===== config.mk =====
export PLATFORM = sky130hd
export DESIGN_NAME = hazard_ctrl_unit
export DESIGN_NICKNAME = d
export VERILOG_FILES = /design/src/rtl/hazard_ctrl_unit.sv
export SDC_FILE = /design/constraint.sdc
export NUM_CORES = 1
export LEC_CHECK = 0
export CAP_MARGIN = 20
export CORE_UTILIZATION = 39
export CTS_BUF_LIST = sky130_fd_sc_hd__clkbuf_4 sky130_fd_sc_hd__clkbuf_8
export CTS_CLUSTER_DIAMETER = 150
export DETAILED_ROUTE_END_ITERATION = 6
export PLACE_DENSITY_LB_ADDON = 0.3
export SETUP_SLACK_MARGIN = 0.05
export SLEW_MARGIN = 10
export SYNTH_ARGS = -nofsm -noshare
export SYNTH_HDL_FRONTEND = slang
export SYNTH_SLANG_ARGS = --single-unit

===== constraint.sdc =====
create_clock -name clk -period 2.83 [get_ports clk]
set_input_delay 0.4245 -clock clk [delete_from_list [all_inputs] [get_ports clk]]
set_output_delay 0.4245 -clock clk [all_outputs]
set_load 0.005 [all_outputs]

===== src/rtl/hazard_ctrl_unit.sv =====
// Hazard and stall controller for the five-stage RV32 pipeline.
// Produces stage advance/flush, fetch redirect and forwarding selects.
module hazard_ctrl_unit #(
   parameter int XLEN       = 32,
   parameter int RW         = 5,
   parameter int FWD_ENABLE = 1,
   parameter int LONG_LAT   = 4,
   parameter int CNT_W      = 16
) (
   input  logic            clk,
   input  logic            reset,
   input  logic            id_valid,
   input  logic            id_rs1_used,
   input  logic            id_rs2_used,
   input  logic [RW-1:0]   id_rs1,
   input  logic [RW-1:0]   id_rs2,
   input  logic            ex_valid,
   input  logic            ex_wb_en,
   input  logic            ex_is_load,
   input  logic            ex_long_op,
   input  logic [RW-1:0]   ex_rd,
   input  logic            mem_valid,
   input  logic            mem_wb_en,
   input  logic            mem_req_pending,
   input  logic [RW-1:0]   mem_rd,
   input  logic            data_mem_rsp_valid,
   input  logic            mispredict,
   input  logic [XLEN-1:0] correct_pc,
   output logic            pc_advance,
   output logic            if_id_advance,
   output logic            id_ex_advance,
   output logic            ex_mem_advance,
   output logic            mem_wb_advance,
   output logic            if_id_flush,
   output logic            id_ex_flush,
   output logic            ex_mem_flush,
   output logic            mem_wb_flush,
   output logic            set_pc_valid,
   output logic [XLEN-1:0] set_pc,
   output logic [1:0]      fwd_rs1_sel,
   output logic [1:0]      fwd_rs2_sel,
   output logic [CNT_W-1:0] stall_count,
   output logic [CNT_W-1:0] flush_count
);

   localparam int CW = (LONG_LAT > 2) ? $clog2(LONG_LAT - 1) : 1;
   localparam logic [CW-1:0] CNT_INIT =
      (LONG_LAT > 2) ? CW'(LONG_LAT - 2) : '0;
   localparam bit LONG_EN = (LONG_LAT > 1);
   localparam bit FWD     = (FWD_ENABLE != 0);

   typedef enum logic {IDLE, BUSY} state_e;

   state_e           state_q, state_d;
   logic [CW-1:0]    cnt_q, cnt_d;
   logic             redirect_done_q, redirect_done_d;
   logic [CNT_W-1:0] stall_count_q, stall_count_d;
   logic [CNT_W-1:0] flush_count_q, flush_count_d;

   logic e1, e2, m1, m2;
   logic mem_wait, long_start, long_stall, data_stall;

   function automatic logic [1:0] fsel(logic e, logic m, logic ld);
      if (!FWD)         return 2'd0;
      else if (e && !ld) return 2'd1;
      else if (m)       return 2'd2;
      else              return 2'd0;
   endfunction

   always_comb begin
      e1 = ex_valid & ex_wb_en & (ex_rd != '0) & id_rs1_used & (ex_rd == id_rs1);
      e2 = ex_valid & ex_wb_en & (ex_rd != '0) & id_rs2_used & (ex_rd == id_rs2);
      m1 = mem_valid & mem_wb_en & (mem_rd != '0) & id_rs1_used & (mem_rd == id_rs1);
      m2 = mem_valid & mem_wb_en & (mem_rd != '0) & id_rs2_used & (mem_rd == id_rs2);
      mem_wait   = mem_valid & mem_req_pending & ~data_mem_rsp_valid;
      long_start = LONG_EN & (state_q == IDLE) & ex_valid & ex_long_op;
      long_stall = long_start | ((state_q == BUSY) & (cnt_q != '0));
      if (FWD) data_stall = id_valid & ex_is_load & (e1 | e2);
      else     data_stall = id_valid & (e1 | e2 | m1 | m2);
   end

   always_comb begin
      pc_advance     = 1'b1;
      if_id_advance  = 1'b1;
      id_ex_advance  = 1'b1;
      ex_mem_advance = 1'b1;
      mem_wb_advance = 1'b1;
      if_id_flush    = 1'b0;
      id_ex_flush    = 1'b0;
      ex_mem_flush   = 1'b0;
      mem_wb_flush   = 1'b0;
      set_pc_valid   = 1'b0;
      set_pc         = '0;
      fwd_rs1_sel    = fsel(e1, m1, ex_is_load);
      fwd_rs2_sel    = fsel(e2, m2, ex_is_load);
      if (long_stall) begin
         pc_advance    = 1'b0;
         if_id_advance = 1'b0;
         id_ex_advance = 1'b0;
         ex_mem_flush  = 1'b1;
      end else if (data_stall) begin
         pc_advance    = 1'b0;
         if_id_advance = 1'b0;
         id_ex_flush   = 1'b1;
      end
      if (mispredict) begin
         pc_advance    = 1'b1;
         if_id_advance = 1'b1;
         id_ex_advance = 1'b1;
         if_id_flush   = 1'b1;
         id_ex_flush   = 1'b1;
         if (!redirect_done_q) begin
            set_pc_valid = 1'b1;
            set_pc       = correct_pc;
         end
      end
      // Memory wait freezes E..pc; a pending mispredict still squashes D/F
      if (mem_wait) begin
         pc_advance     = 1'b0;
         if_id_advance  = 1'b0;
         id_ex_advance  = 1'b0;
         ex_mem_advance = 1'b0;
         ex_mem_flush   = 1'b0;
         if_id_flush    = mispredict;
         id_ex_flush    = mispredict;
         mem_wb_flush   = 1'b1;
      end
      if (!reset) begin
         pc_advance     = 1'b0;
         if_id_advance  = 1'b0;
         id_ex_advance  = 1'b0;
         ex_mem_advance = 1'b0;
         mem_wb_advance = 1'b0;
         if_id_flush    = 1'b1;
         id_ex_flush    = 1'b1;
         ex_mem_flush   = 1'b1;
         mem_wb_flush   = 1'b1;
         set_pc_valid   = 1'b0;
         set_pc         = '0;
         fwd_rs1_sel    = 2'd0;
         fwd_rs2_sel    = 2'd0;
      end
   end

   always_comb begin
      state_d         = state_q;
      cnt_d           = cnt_q;
      redirect_done_d = redirect_done_q;
      stall_count_d   = stall_count_q;
      flush_count_d   = flush_count_q;
      if (state_q == IDLE) begin
         if (long_start) begin
            state_d = BUSY;
            cnt_d   = CNT_INIT;
         end
      end else if (cnt_q != '0) begin
         cnt_d = cnt_q - 1'b1;
      end else if (ex_mem_advance) begin
         state_d = IDLE;
      end
      if (ex_mem_advance)  redirect_done_d = 1'b0;
      else if (mispredict) redirect_done_d = 1'b1;
      if (!pc_advance && !set_pc_valid && (stall_count_q != '1))
         stall_count_d = stall_count_q + 1'b1;
      if (set_pc_valid && (flush_count_q != '1))
         flush_count_d = flush_count_q + 1'b1;
   end

   always_ff @(posedge clk or negedge reset) begin
      if (!reset) begin
         state_q         <= IDLE;
         cnt_q           <= '0;
         redirect_done_q <= 1'b0;
         stall_count_q   <= '0;
         flush_count_q   <= '0;
      end else begin
         state_q         <= state_d;
         cnt_q           <= cnt_d;
         redirect_done_q <= redirect_done_d;
         stall_count_q   <= stall_count_d;
         flush_count_q   <= flush_count_d;
      end
   end

   assign stall_count = stall_count_q;
   assign flush_count = flush_count_q;

endmodule


---- Word level (Yosys, flattened, before mapping) ----
Cells that the tools add are included.
word-level totals
  bits in latches ......................... 0
  bits in read-only memories .............. 0
  word-level logic and storage cells ...... 98
  memories kept ........................... 0
  bits in writable memories ............... 0
  register bits ........................... 36
  bits of input ports ..................... 66
  output and inout bits ................... 78
cells by class
  multipliers ............................. 0
  bitwise operators ....................... 23
  reduce and logical (&&, ||, !) cells .... 14
  mux-type cells .......................... 46
  shifts and indexed selects .............. 0
  add/subtract/negate cells ............... 3
  equal/unequal tests ..................... 7
  div/mod/pow operators ................... 0
  $lt $le $gt $ge ......................... 0
operator list
  operator                 number
  $mux W32                 3
  $mux W1                  34
  $add A16 B1 Y16 const B  2
  $ne A16 B16 Y1 const B   2
  $eq A5 B5 Y1             4
  $and A1 B1 Y1            19
  $mux W2                  9
  $reduce_bool A5 Y1       2
  $reduce_bool A2 Y1       3
  $logic_and A1 B1 Y1      5
  $logic_not A1 Y1         3
  $ne A2 B1 Y1 const B     1
  $not A1 Y1               2
  $or A1 B1 Y1             2
  $reduce_and A2 Y1        1
  $sub A2 B1 Y2 const B    1

---- Depth between registers and ports, before layout ----
Gate-level depths: netlist of run 1.
  depth after elaboration ................. 14
  mapped depth ............................ 9
  gate-level depth less buffers ........... 8

---- Worst setup path after synthesis of run 1 ----
No wires, ideal clock.
  path kind ............................... input port to output port
  from .................................... input ex_rd[0]
  to ...................................... output pc_advance
  buffers on the path ..................... 2
  cell stages on the path ................. 7
  setup slack ............................. 589 ps
  data required time ...................... 2,406 ps
  arrival time ............................ 1,816 ps
  cell sequence ........................... or3_1 -> o311a_1 -> and4b_4 -> o21ai_4 -> buf_12 -> and2_2 -> buf_4
between the ends
  cells in the longest elaborated chain, start to end .. 11
  elaborated cells between the ends (all ways) .. 15
  those cells by class .................... eq/ne (2); mux (5); bitwise (7); reduce/logical (1)
RTL lines
  element                                                RTL line  source
  start: declaration                                     21        input logic [RW-1:0] ex_rd,
  $reduce_bool A5 Y1                                     71, 72
  $and A1 B1 Y1                                          71, 72
  $and A1 B1 Y1, on equally long branches (2 in series)  71, 72
  $or A1 B1 Y1 *                                         --
  $and A1 B1 Y1 *                                        78        if (FWD) data_stall = id_valid & ex_is_load & (e1 | e2);
  $mux W1 * (5 in series)                                --
  end: declaration                                       29        output logic pc_advance,
Mark *: on every way between the ends. The rest lies on a longest branch, timed or not.

---- Final worst setup path of run 1 ----
  from .................................... input ex_rd[1]
  to ...................................... output if_id_advance
between the ends
  cells in the longest elaborated chain, start to end .. 11
  elaborated cells between the ends (all ways) .. 15
  those cells by class .................... eq/ne (2); mux (5); bitwise (7); reduce/logical (1)
RTL lines
  element                                                RTL line  source
  $reduce_bool A5 Y1                                     71, 72
  $and A1 B1 Y1                                          71, 72
  $and A1 B1 Y1, on equally long branches (2 in series)  71, 72
  $or A1 B1 Y1 *                                         --
  $and A1 B1 Y1 *                                        78
  $mux W1 *                                              101       end else if (data_stall) begin
  $mux W1 *                                              96        if (long_stall) begin
  $mux W1 *                                              106       if (mispredict) begin
  $mux W1 *                                              118       if (mem_wait) begin
  $mux W1 *                                              128       if (!reset) begin
  end: declaration                                       30        output logic if_id_advance,
Marked as above.

==> metrics.cfg, run 1 <==
[sta]
fin_tns_setup_ns = 0
period_minus_slack_ns = 2.76
worstMarginPinSlew_ns = 0.520
finalHoldViolations = 0
fmax_mhz = 363
setup_violations = 0
post-route-period-util_pct = 97.4
finalMaxSlewViolations = 0
slew_headroom_pct = 65.2
rsz0062_at_grt = yes
skew_ns = 0.00747

[clocking]
clk-insertion-delay-late_ns = 0.28
clkSlewWorstSetupHoldPaths_ns = 0.07
cts_tree = built
clk_path_buf_depth = 2
cts_max_level = 2
cts_num_sinks = 36
root_buffer = clkbuf_8
cts_buffers = 5

[synth]
syn-num-nets = 322
syn_inst = 253
ys_seq_area_share_pct = 37.2
syn_area_um2 = 2420
synth_ff_type = dfrtp_1
synth_warnings = 0
synth_area_leaders = dfrtp_1 (37%), and2_1 (8.8%), xor2_1 (8.7%), xnor2_1 (6.5%), nand2_1 (3.7%)
ys_seq_elements = 36
synth_common_cells = dfrtp_1 (36), and2_1 (34), nand2_1 (24), xor2_1 (24), xnor2_1 (18)
synth_most_common_cell = dfrtp_1
synth_area_leader_cell = dfrtp_1
async_flop_share_pct = 100
syn_avg_cell_area_um2 = 9.58
synth_edf_count = 0
synth.distinct_cells = 47
synth_top_area_share_pct = 37.2

[floorplanning]
die_h_um = 80.8
die-area_um2 = 6530
initial_core_util_pct = 40.7
pin_count = 144
die_w_um = 80.8
num_rows = 28
coreArea_um2 = 5960

[detailed_routing]
drt_pre_antenna_iters = 4
ant_nets = 0
drt_wl_total_um = 6900
via_per_inst = 5.05
drc_errors = 0
vias = 2466
drt_first_iter_violations = 73
wire_per_inst_um = 14.1

[power_and_ir_drop]
leakagePower_nw = 1.76
p_per_area_nw_per_um2 = 495
ir_drop_mv = 0.529
switching_share_pct = 30.9
clkPwrFrac_pct = 21.8
power_frac_comb_pct = 40.4
intPower_mw = 1.43
power_frac_seq_pct = 37.8
switchingPower_mw = 0.637

[global_routing]
antenna_found_initial = 0
grt_max_degree = 40
first_global_vias = 2326
grt.overflow.total = 0
grt_usage_pct = 21.2
grt_pass1_wl_um = 11000

[worst_setup_path]
slowest_stage = clkdlybuf4s50_1
start_kind = primary input
r2r_slack_ns = 0.48
cp_cell_sequence = clkdlybuf4s50_1, or3_1, o311a_1, buf_4, and4b_4, o21ai_4, and2_2, dlygate4sd2_1
path_max_fanout = 2
critPathRequiredTime_ns = 2.41
crit_type = primary input to output port
rr_worst_depth = 9
reg2reg_from = cnt_q[0]
cp-end-kind = output port
r2r-end = stall_count[1]
worstPathArrival_ns = 2.33
max_stage_delay_ns = 0.41

[finish]
antenna_cells = 0
fin_nets = 481
utilization_pct = 69.9
syn2layout_area_growth_pct = 71.9
drive_gt1_share_pct = 11.4

[place]
dpl.hpwl_um = 5520
place.gp.congestion = 0.927
portBuffers = 143

[min_path]
min_to = redirect_done_q
hold_class = register to register
hp-start = redirect_done_q
whs_path_depth = 2

[flow_run]
cap_viol_max_count = 0

[outcome]
status = completed

cell usage in the layout (no fill, tap or decap), drive strengths merged, types with 2 or more instances in the layout:
cell type and n:
a2111oi 5, a211oi 5, a21oi 5, and2 35, and3 11, and4 3, buf 17, clkbuf 6
clkdlybuf4s50 133, dfrtp 36, dlygate4sd2 6, dlymetal6s2s 2, ha 3, inv 5, mux2 9, nand2 24
nand2b 4, nand3 13, nand4 6, nor2 10, nor2b 2, nor3 2, nor4 4, o21ai 5
or2 2, or3 2, xnor2 18, xor2 24
flip-flops by register name, summed over array words and instances (netlist names):
register / cells
stall_count: 16
state_q: 1
cnt_q: 2
flush_count: 16
redirect_done_q: 1
logic make-up after synthesis:
logic type | after synthesis | share of synthesized area (%)
flip-flops | 36 | 37.2
AO/OA/AOI/OAI | 27 | 9.60
adder cells (fa/ha/maj) | 3 | 1.55
AND/OR/NAND/NOR | 122 | 28.1
buffers and inverters | 13 | 3.05
multiplexers | 10 | 5.37
XOR/XNOR | 42 | 15.2
critical path, delay by kind of cell:
family                 cells  cell delay, ns
and+or+nand+nor            3            0.67
AOI/OAI and AO/OA          2            0.44
buffers and inverters      3            0.79
metrics by stage:
stage	total power, mW	instance area, um^2	setup slack [ns]	hold WS [ns]	instances
after floorplan	1.13	2420	0.589	0.129	253
after global placement	1.59	4010	-0.0728	0.242	477
after detailed placement	1.62	4010	-0.106	0.242	477
after CTS	2.08	4130	0.0514	0.496	487
after global routing	2.21	4170	0.0310	0.516	488
final	2.06	4170	0.0722	0.492	488
area by class of cell:
type                    instances  area [um^2]
multi-input cells             204         1470
flip-flops and latches         36          901
inverters                       5         18.8
fillers                       498         1790
repair buffers                160         1570
well taps                      75         93.8
clock inverters                 2         35.0
clock buffers                   6         76.3
power groups by stage:
stage	Sequential [mW]	Clock (mW)	Combinational [mW]
3_3_place_gp	0.783	0	0.806
6_report	0.780	0.450	0.833
2_1_floorplan	0.769	0	0.362
5_1_grt	0.806	0.490	0.917
4_1_cts	0.782	0.462	0.835
3_5_place_dp	0.789	0	0.835
routing by layer:
metal | vias to the layer above | GRT usage (%) | share of wire, %
li1 | 1201 | - | -
met1 | 1174 | 27.4 | 41
met2 | 81 | 36.3 | 52
met3 | 10 | 4.27 | 4.7
met4 | 0 | 4.64 | 1.8
met5 | - | 0 | 0
how the worst max path moves through the flow:
stage | startpoint | to | slack [ns]
after floorplan | ex_rd[0] | pc_advance | 0.59
after global placement | ex_rd[0] | if_id_advance | -0.07
after detailed placement | ex_rd[0] | if_id_advance | -0.11
after CTS | ex_rd[0] | id_ex_flush | 0.05
after global routing | ex_rd[1] | if_id_advance | 0.03
final | ex_rd[1] | if_id_advance | 0.07
what timing repair did:
| item | 4_1_cts | 5_1_grt |
|---|---|---|
| setup buffers | 1 | 1 |
| hold buffers | 1 | 0 |
| cloned | 0 | 0 |
| hold endpoints to repair | 1 | 0 |
| endpoints found under the setup margin | 7 | 7 |
| pin swaps | 4 | 2 |
| gates resized for setup | 9 | 8 |
Note: power is estimated with default switching activity, not from simulation.
==> inputs of run 2 (changes only) <==
--- a/config.mk
+++ b/config.mk
@@ -5,12 +5,14 @@
 export SDC_FILE = /design/constraint.sdc
 export NUM_CORES = 1
 export LEC_CHECK = 0
+export ABC_CLOCK_PERIOD_IN_PS = 2830
 export CAP_MARGIN = 20
 export CORE_UTILIZATION = 39
 export CTS_BUF_LIST = sky130_fd_sc_hd__clkbuf_4 sky130_fd_sc_hd__clkbuf_8
 export CTS_CLUSTER_DIAMETER = 150
 export DETAILED_ROUTE_END_ITERATION = 6
 export PLACE_DENSITY_LB_ADDON = 0.3
+export REMOVE_ABC_BUFFERS = 1
 export SETUP_SLACK_MARGIN = 0.05
 export SLEW_MARGIN = 10
 export SYNTH_ARGS = -nofsm -noshare
==> metrics.cfg, run 2 (same netlist as run 1, synthesis figures left out) <==
[clocking]
cts_buffers = 5  ; unchanged
clk-insertion-delay-late_ns = 0.29  ; about the same
clkSlewWorstSetupHoldPaths_ns = 0.08  ; about the same
cts_num_sinks = 36  ; unchanged
root_buffer = clkbuf_8
clk_path_buf_depth = 2  ; unchanged
cts_max_level = 2  ; unchanged
cts_tree = built

[sta]
worstMarginPinSlew_ns = 0.570  ; +0.0502 ns
rsz0062_at_grt = no
finalHoldViolations = 0  ; unchanged
fin_tns_setup_ns = 0  ; unchanged
slew_headroom_pct = 61.0  ; -4.2 points
post-route-period-util_pct = 95.5  ; -2.0 points
fmax_mhz = 370  ; +2.1%
fin_ws_ns = 0.128  ; +0.0560 ns
period_minus_slack_ns = 2.70  ; -0.0560 ns
setup_violations = 0  ; unchanged
skew_ns = 0.00551  ; -0.00196 ns
finalMaxSlewViolations = 0  ; unchanged

[worst_setup_path]
reg2reg_from = cnt_q[0]
start_kind = primary input
path_max_fanout = 2  ; unchanged
worstPathArrival_ns = 2.28  ; -0.05 ns
r2r-end = stall_count[1]
critPathRequiredTime_ns = 2.41  ; about the same
crit_type = primary input to output port
rr_worst_depth = 9  ; unchanged
r2r_slack_ns = 0.51  ; +0.03 ns
cp-end-kind = output port

[place]
dpl.hpwl_um = 6170  ; +12%
placedCellCount = 481  ; +0.84%
preCtsSetupSlack_ns = -0.123  ; -0.0166 ns
placed_area_um2 = 4040  ; +0.75%
portBuffers = 143  ; unchanged
place.gp.congestion = 0.868  ; -6.4%

[floorplanning]
pin_count = 144  ; unchanged
die-area_um2 = 6530  ; unchanged
initial_core_util_pct = 40.7  ; unchanged
coreArea_um2 = 5960  ; unchanged
die_h_um = 80.8  ; unchanged
num_rows = 28  ; unchanged
die_w_um = 80.8  ; unchanged

[finish]
syn2layout_area_growth_pct = 73.3
layout_commonest_cell = clkdlybuf4s50_1
fin_nets = 486  ; +1.0%
multi_input_area_um2 = 1460  ; -0.43%
drive_gt1_share_pct = 12.4  ; +1.1 points
fin_cells = 493  ; +1.0%
antenna_cells = 0  ; unchanged
register_area_um2 = 901  ; unchanged
fill_cells = 480  ; -3.6%
finish.instance_area_um2 = 4200  ; +0.81%
final_cell_mix = clkdlybuf4s50_1 (129), dfrtp_1 (36), and2_1 (34)

[power_and_ir_drop]
leakagePower_nw = 1.81  ; +2.8%
ir_drop_mv = 0.501  ; -5.2%
power_frac_seq_pct = 37.9  ; about the same
switching_share_pct = 31.6  ; +0.76 points
p_per_area_nw_per_um2 = 493  ; -0.43%
power.total_mw = 2.07  ; +0.38%
clkPwrFrac_pct = 21.9  ; about the same
power_frac_comb_pct = 40.2  ; -0.2 points
switchingPower_mw = 0.655  ; +2.8%
intPower_mw = 1.42  ; -0.73%

[min_path]
hold_class = primary input to async pin

[global_routing]
grt.overflow.total = 0  ; unchanged
grt_max_degree = 34  ; -15%
grt_usage_pct = 23.5  ; +2.3 points
grt_pass1_wl_um = 11600  ; +5.3%
antenna_found_initial = 0  ; unchanged
first_global_vias = 2341  ; +0.64%

[detailed_routing]
vias = 2488  ; +0.89%
drt_wl_total_um = 7680  ; +11%
via_per_inst = 5.05  ; -0.13%
drt_pre_antenna_iters = 4  ; unchanged
wire_per_inst_um = 15.6  ; +10%
drc_errors = 0  ; unchanged
drt_first_iter_violations = 50  ; -32%
ant_nets = 0  ; unchanged

[outcome]
status = completed

[flow_run]
cap_viol_max_count = 0  ; unchanged

run 2: changes by cell type in the layout (fill, tap and decap cells not counted):
cell,before,now
buf_6,2,0
clkbuf_4,1,0
clkinvlp_4,0,1
dlymetal6s2s_1,2,6
buf_4,13,20
nand2_2,1,2
a2111oi_1,1,0
nand2_4,1,0
clkdlybuf4s50_1,133,129
a2111oi_0,3,4
run 2: how the worst max path moves through the flow:
stage	start	endpoint	slack, ns	cells after the start
global route	ex_rd[2]	pc_advance	0.06	8
global placement	ex_rd[1]	if_id_advance	-0.11	7
finish	ex_rd[2]	if_id_advance	0.13	8
floorplan	mispredict	stall_count[1]	0.65	4
CTS	ex_rd[0]	id_ex_flush	0.02	8
detailed placement	ex_rd[1]	if_id_advance	-0.12	7
run 2: routing by layer:
metal,global-route usage (%),share of wire (%)
met1,24.9,37
met4,8.39,1.6
met5,0,0
met3,6.40,8.8
met2,44.2,53
run 2: area by class of cell:
class	instances	area share, %
clock inverters	3	1.01
inverters	5	0.447
multi-input cells	204	34.8
well taps	75	2.23
repair buffers	165	38.4
flip-flops and latches	36	21.5
clock buffers	5	1.64
run 2: power groups by stage:
| stage | combinational, mW | sequential (mW) | clock, mW |
|---|---|---|---|
| after global routing | 0.911 | 0.805 | 0.483 |
| final | 0.833 | 0.784 | 0.454 |
| after CTS | 0.837 | 0.783 | 0.463 |
| after detailed placement | 0.837 | 0.789 | 0 |
| after floorplan | 0.352 | 0.769 | 0 |
| after global placement | 0.811 | 0.787 | 0 |
run 2: metrics by stage:
step                hold WS (ns)  utilization, %
global placement           0.308            67.8
CTS                      -0.0119            69.8
floorplan                  0.129               -
global route               0.306            70.5
finish                     0.273            70.5
detailed placement         0.309            67.8
run 2: timing repair:
| action | in CTS | in global routing |
|---|---|---|
| pin swaps | 5 | 5 |
| resized for setup | 8 | 9 |
| buffers inserted | 2 | 1 |
| endpoints found under the setup margin | 6 | 8 |
| endpoints found under the hold margin | 6 | 6 |
run 2: critical path, cell delays in order:
cell and delay, ns:
clkdlybuf4s50_1 0.42, or3_1 0.31, o311a_1 0.34, buf_4 0.16
and4b_4 0.19, o21ai_4 0.05, and2_2 0.16, dlygate4sd2_1 0.23
==> inputs of run 3 (changes only) <==
--- a/config.mk
+++ b/config.mk
@@ -5,12 +5,14 @@
 export SDC_FILE = /design/constraint.sdc
 export NUM_CORES = 1
 export LEC_CHECK = 0
+export ABC_AREA = 1
 export ABC_CLOCK_PERIOD_IN_PS = 2830
 export CAP_MARGIN = 20
-export CORE_UTILIZATION = 39
+export CORE_UTILIZATION = 45
 export CTS_BUF_LIST = sky130_fd_sc_hd__clkbuf_4 sky130_fd_sc_hd__clkbuf_8
 export CTS_CLUSTER_DIAMETER = 150
 export DETAILED_ROUTE_END_ITERATION = 6
+export DONT_BUFFER_PORTS = 1
 export PLACE_DENSITY_LB_ADDON = 0.3
 export REMOVE_ABC_BUFFERS = 1
 export SETUP_SLACK_MARGIN = 0.05
==> metrics.cfg, run 3 <==
[floorplanning]
die-area_um2 = 6420  ; -1.8%
num_rows = 28  ; unchanged
die_h_um = 80.1  ; -0.90%
initial_core_util_pct = 46.6  ; +5.9 points
coreArea_um2 = 5890  ; -1.2%
die_w_um = 80.1  ; -0.90%
pin_count = 144  ; unchanged

[synth]
ys_seq_area_share_pct = 32.8  ; -4.4 points
synth_area_leaders = dfrtp_1 (33%), nand2_1 (12%), inv_1 (11%), nor2_1 (9.0%), nand3_1 (7.7%)
ys_seq_elements = 36  ; unchanged
synth_warnings = 0  ; unchanged
synth_area_leader_cell = dfrtp_1
syn_avg_cell_area_um2 = 6.61  ; -31%
syn_area_um2 = 2750  ; +13%
synth_top_area_share_pct = 32.8  ; -4.4 points
synth_ff_type = dfrtp_1
async_flop_share_pct = 100  ; unchanged
synth_edf_count = 0  ; unchanged
syn_inst = 415  ; +64%
synth.distinct_cells = 33  ; -30%
synth_most_common_cell = nand2_1
synth_common_cells = nand2_1 (88), inv_1 (80), nor2_1 (66), nand3_1 (42), dfrtp_1 (36)

[power_and_ir_drop]
switchingPower_mw = 0.614  ; -6.2%
switching_share_pct = 36.8  ; +5.2 points
power_frac_seq_pct = 45.8  ; +7.9 points
p_per_area_nw_per_um2 = 570  ; +16%
ir_drop_mv = 0.401  ; -20%
power_frac_comb_pct = 26.8  ; -13 points
clkPwrFrac_pct = 27.5  ; +5.6 points
leakagePower_nw = 1.59  ; -12%
intPower_mw = 1.05  ; -26%
power.total_mw = 1.67  ; -20%

[global_routing]
antenna_found_initial = 0  ; unchanged
grt_pass1_wl_um = 10100  ; -13%
grt_usage_pct = 20.0  ; -3.5 points
grt.overflow.total = 0  ; unchanged
first_global_vias = 2232  ; -4.7%
grt_max_degree = 37  ; +8.8%

[detailed_routing]
drc_errors = 0  ; unchanged
drt_wl_total_um = 6450  ; -16%
drt_first_iter_violations = 138  ; +180%
vias = 2559  ; +2.9%
ant_nets = 0  ; unchanged
via_per_inst = 5.21  ; +3.3%
drt_pre_antenna_iters = 4  ; unchanged
wire_per_inst_um = 13.1  ; -16%

[worst_setup_path]
cp-end-kind = output port
crit_type = register to output port
r2r_slack_ns = 0.82  ; +0.31 ns
reg2reg_from = flush_count[0]
setup.worst_path.start = cnt_q[0]
critPathRequiredTime_ns = 2.41  ; about the same
worstPathArrival_ns = 1.67  ; -0.61 ns
r2r-end = flush_count[8]
endpoint = if_id_advance
start_kind = register
rr_worst_depth = 8  ; -1
path_max_fanout = 18  ; +16

[sta]
rsz0062_at_grt = no
fin_ws_ns = 0.733  ; +0.605 ns
finalMaxSlewViolations = 0  ; unchanged
skew_ns = 0.0113  ; +0.00577 ns
post-route-period-util_pct = 74.1  ; -21 points
fin_tns_setup_ns = 0  ; unchanged
finalHoldViolations = 0  ; unchanged
hold_ws_ns = 0.293  ; +0.0201 ns
worstMarginPinSlew_ns = 0.491  ; -0.0795 ns
setup_violations = 0  ; unchanged
fmax_mhz = 477  ; +29%
slew_headroom_pct = 67.2  ; +6.2 points
period_minus_slack_ns = 2.10  ; -0.605 ns

[clocking]
root_buffer = clkbuf_8
cts_num_sinks = 36  ; unchanged
cts_buffers = 5  ; unchanged
clk-insertion-delay-late_ns = 0.29  ; about the same
cts_max_level = 2  ; unchanged
clk_path_buf_depth = 2  ; unchanged
clkSlewWorstSetupHoldPaths_ns = 0.07  ; about the same
cts_tree = built
postCtsSetupRepairBufs = 0  ; -2

[finish]
syn2layout_area_growth_pct = 6.56
fin_cells = 491  ; -0.41%
drive_gt1_share_pct = 6.01  ; -6.4 points
fin_nets = 484  ; -0.41%
final_cell_mix = nand2_1 (88), inv_1 (80), nor2_1 (66)
utilization_pct = 49.7  ; -21 points
fill_cells = 607  ; +26%
finish.instance_area_um2 = 2930  ; -30%
antenna_cells = 0  ; unchanged
layout_commonest_cell = nand2_1

[flow_run]
cap_viol_max_count = 0  ; unchanged

[place]
portBuffers = 0  ; -100%
preCtsSetupSlack_ns = 0.840  ; +0.963 ns
placedCellCount = 481  ; unchanged
dpl.hpwl_um = 4920  ; -20%
placed_area_um2 = 2780  ; -31%
place.gp.congestion = 0.933  ; +7.6%

[outcome]
status = completed

[min_path]
hold_class = primary input to register

==> run 3: power groups by stage <==
stage / registers [mW] / logic, mW / clock network, mW
final: 0.763 / 0.446 / 0.458
after global routing: 0.783 / 0.518 / 0.494
after CTS: 0.763 / 0.448 / 0.470
after detailed placement: 0.772 / 0.432 / 0
after global placement: 0.767 / 0.422 / 0
after floorplan: 0.733 / 0.359 / 0
==> run 3: final cells by class <==
| cell class | count | area [um^2] | share of cell area [%] |
|---|---|---|---|
| timing repair buffer | 2 | 30.0 | 1.03 |
| tap | 75 | 93.8 | 3.21 |
| sequential | 36 | 901 | 30.8 |
| clock inverter | 2 | 35.0 | 1.20 |
| multi-input combinational | 285 | 1470 | 50.3 |
| clock buffer | 6 | 76.3 | 2.61 |
| inverter | 85 | 319 | 10.9 |
==> run 3: logic make-up (layout without fill, tap and decap cells) <==
family                   Yosys count  in the layout  share of synthesized area [%]
AND/OR/NAND/NOR                  223            223                           35.6
buffers and inverters             94             95                           13.6
flip-flops                        36             36                           32.8
XOR/XNOR                          31             31                           9.89
AO/OA/AOI/OAI                     26             26                           5.93
adder cells (fa/ha/maj)            3              3                           1.37
multiplexers                       2              2                          0.820
==> run 3: metal layers <==
metal,vias up,track usage [%],part of all wire [%]
li1,1282,-,-
met3,9,7.73,9.0
met2,98,33.2,48
met5,-,0,0
met4,0,5.89,1.2
met1,1170,23.9,42
==> run 3: what timing repair did <==
item	4_1_cts	5_1_grt
hold endpoints to repair	36	0
hold buffers	2	0
gates resized for setup	0	0
==> run 3: worst min-delay path by stage <==
stage | cells past startpoint | endpoint | slack (ns) | startpoint
after CTS | 2 | redirect_done_q | 0.29 | mispredict
after floorplan | 0 | cnt_q[0] | 0.13 | reset
after global routing | 2 | redirect_done_q | 0.30 | mispredict
final | 2 | redirect_done_q | 0.29 | mispredict
after detailed placement | 0 | flush_count[3] | 0.13 | reset
after global placement | 0 | flush_count[3] | 0.13 | reset
==> run 3: worst max-delay path: stages, from the launching register on <==
cell     delay [ns]
dfrtp_1        0.36
inv_1          0.08
ha_1           0.14
nor2_1         0.06
inv_1          0.05
nand2_1        0.09
a21oi_2        0.27
nand2_4        0.19
inv_1          0.14
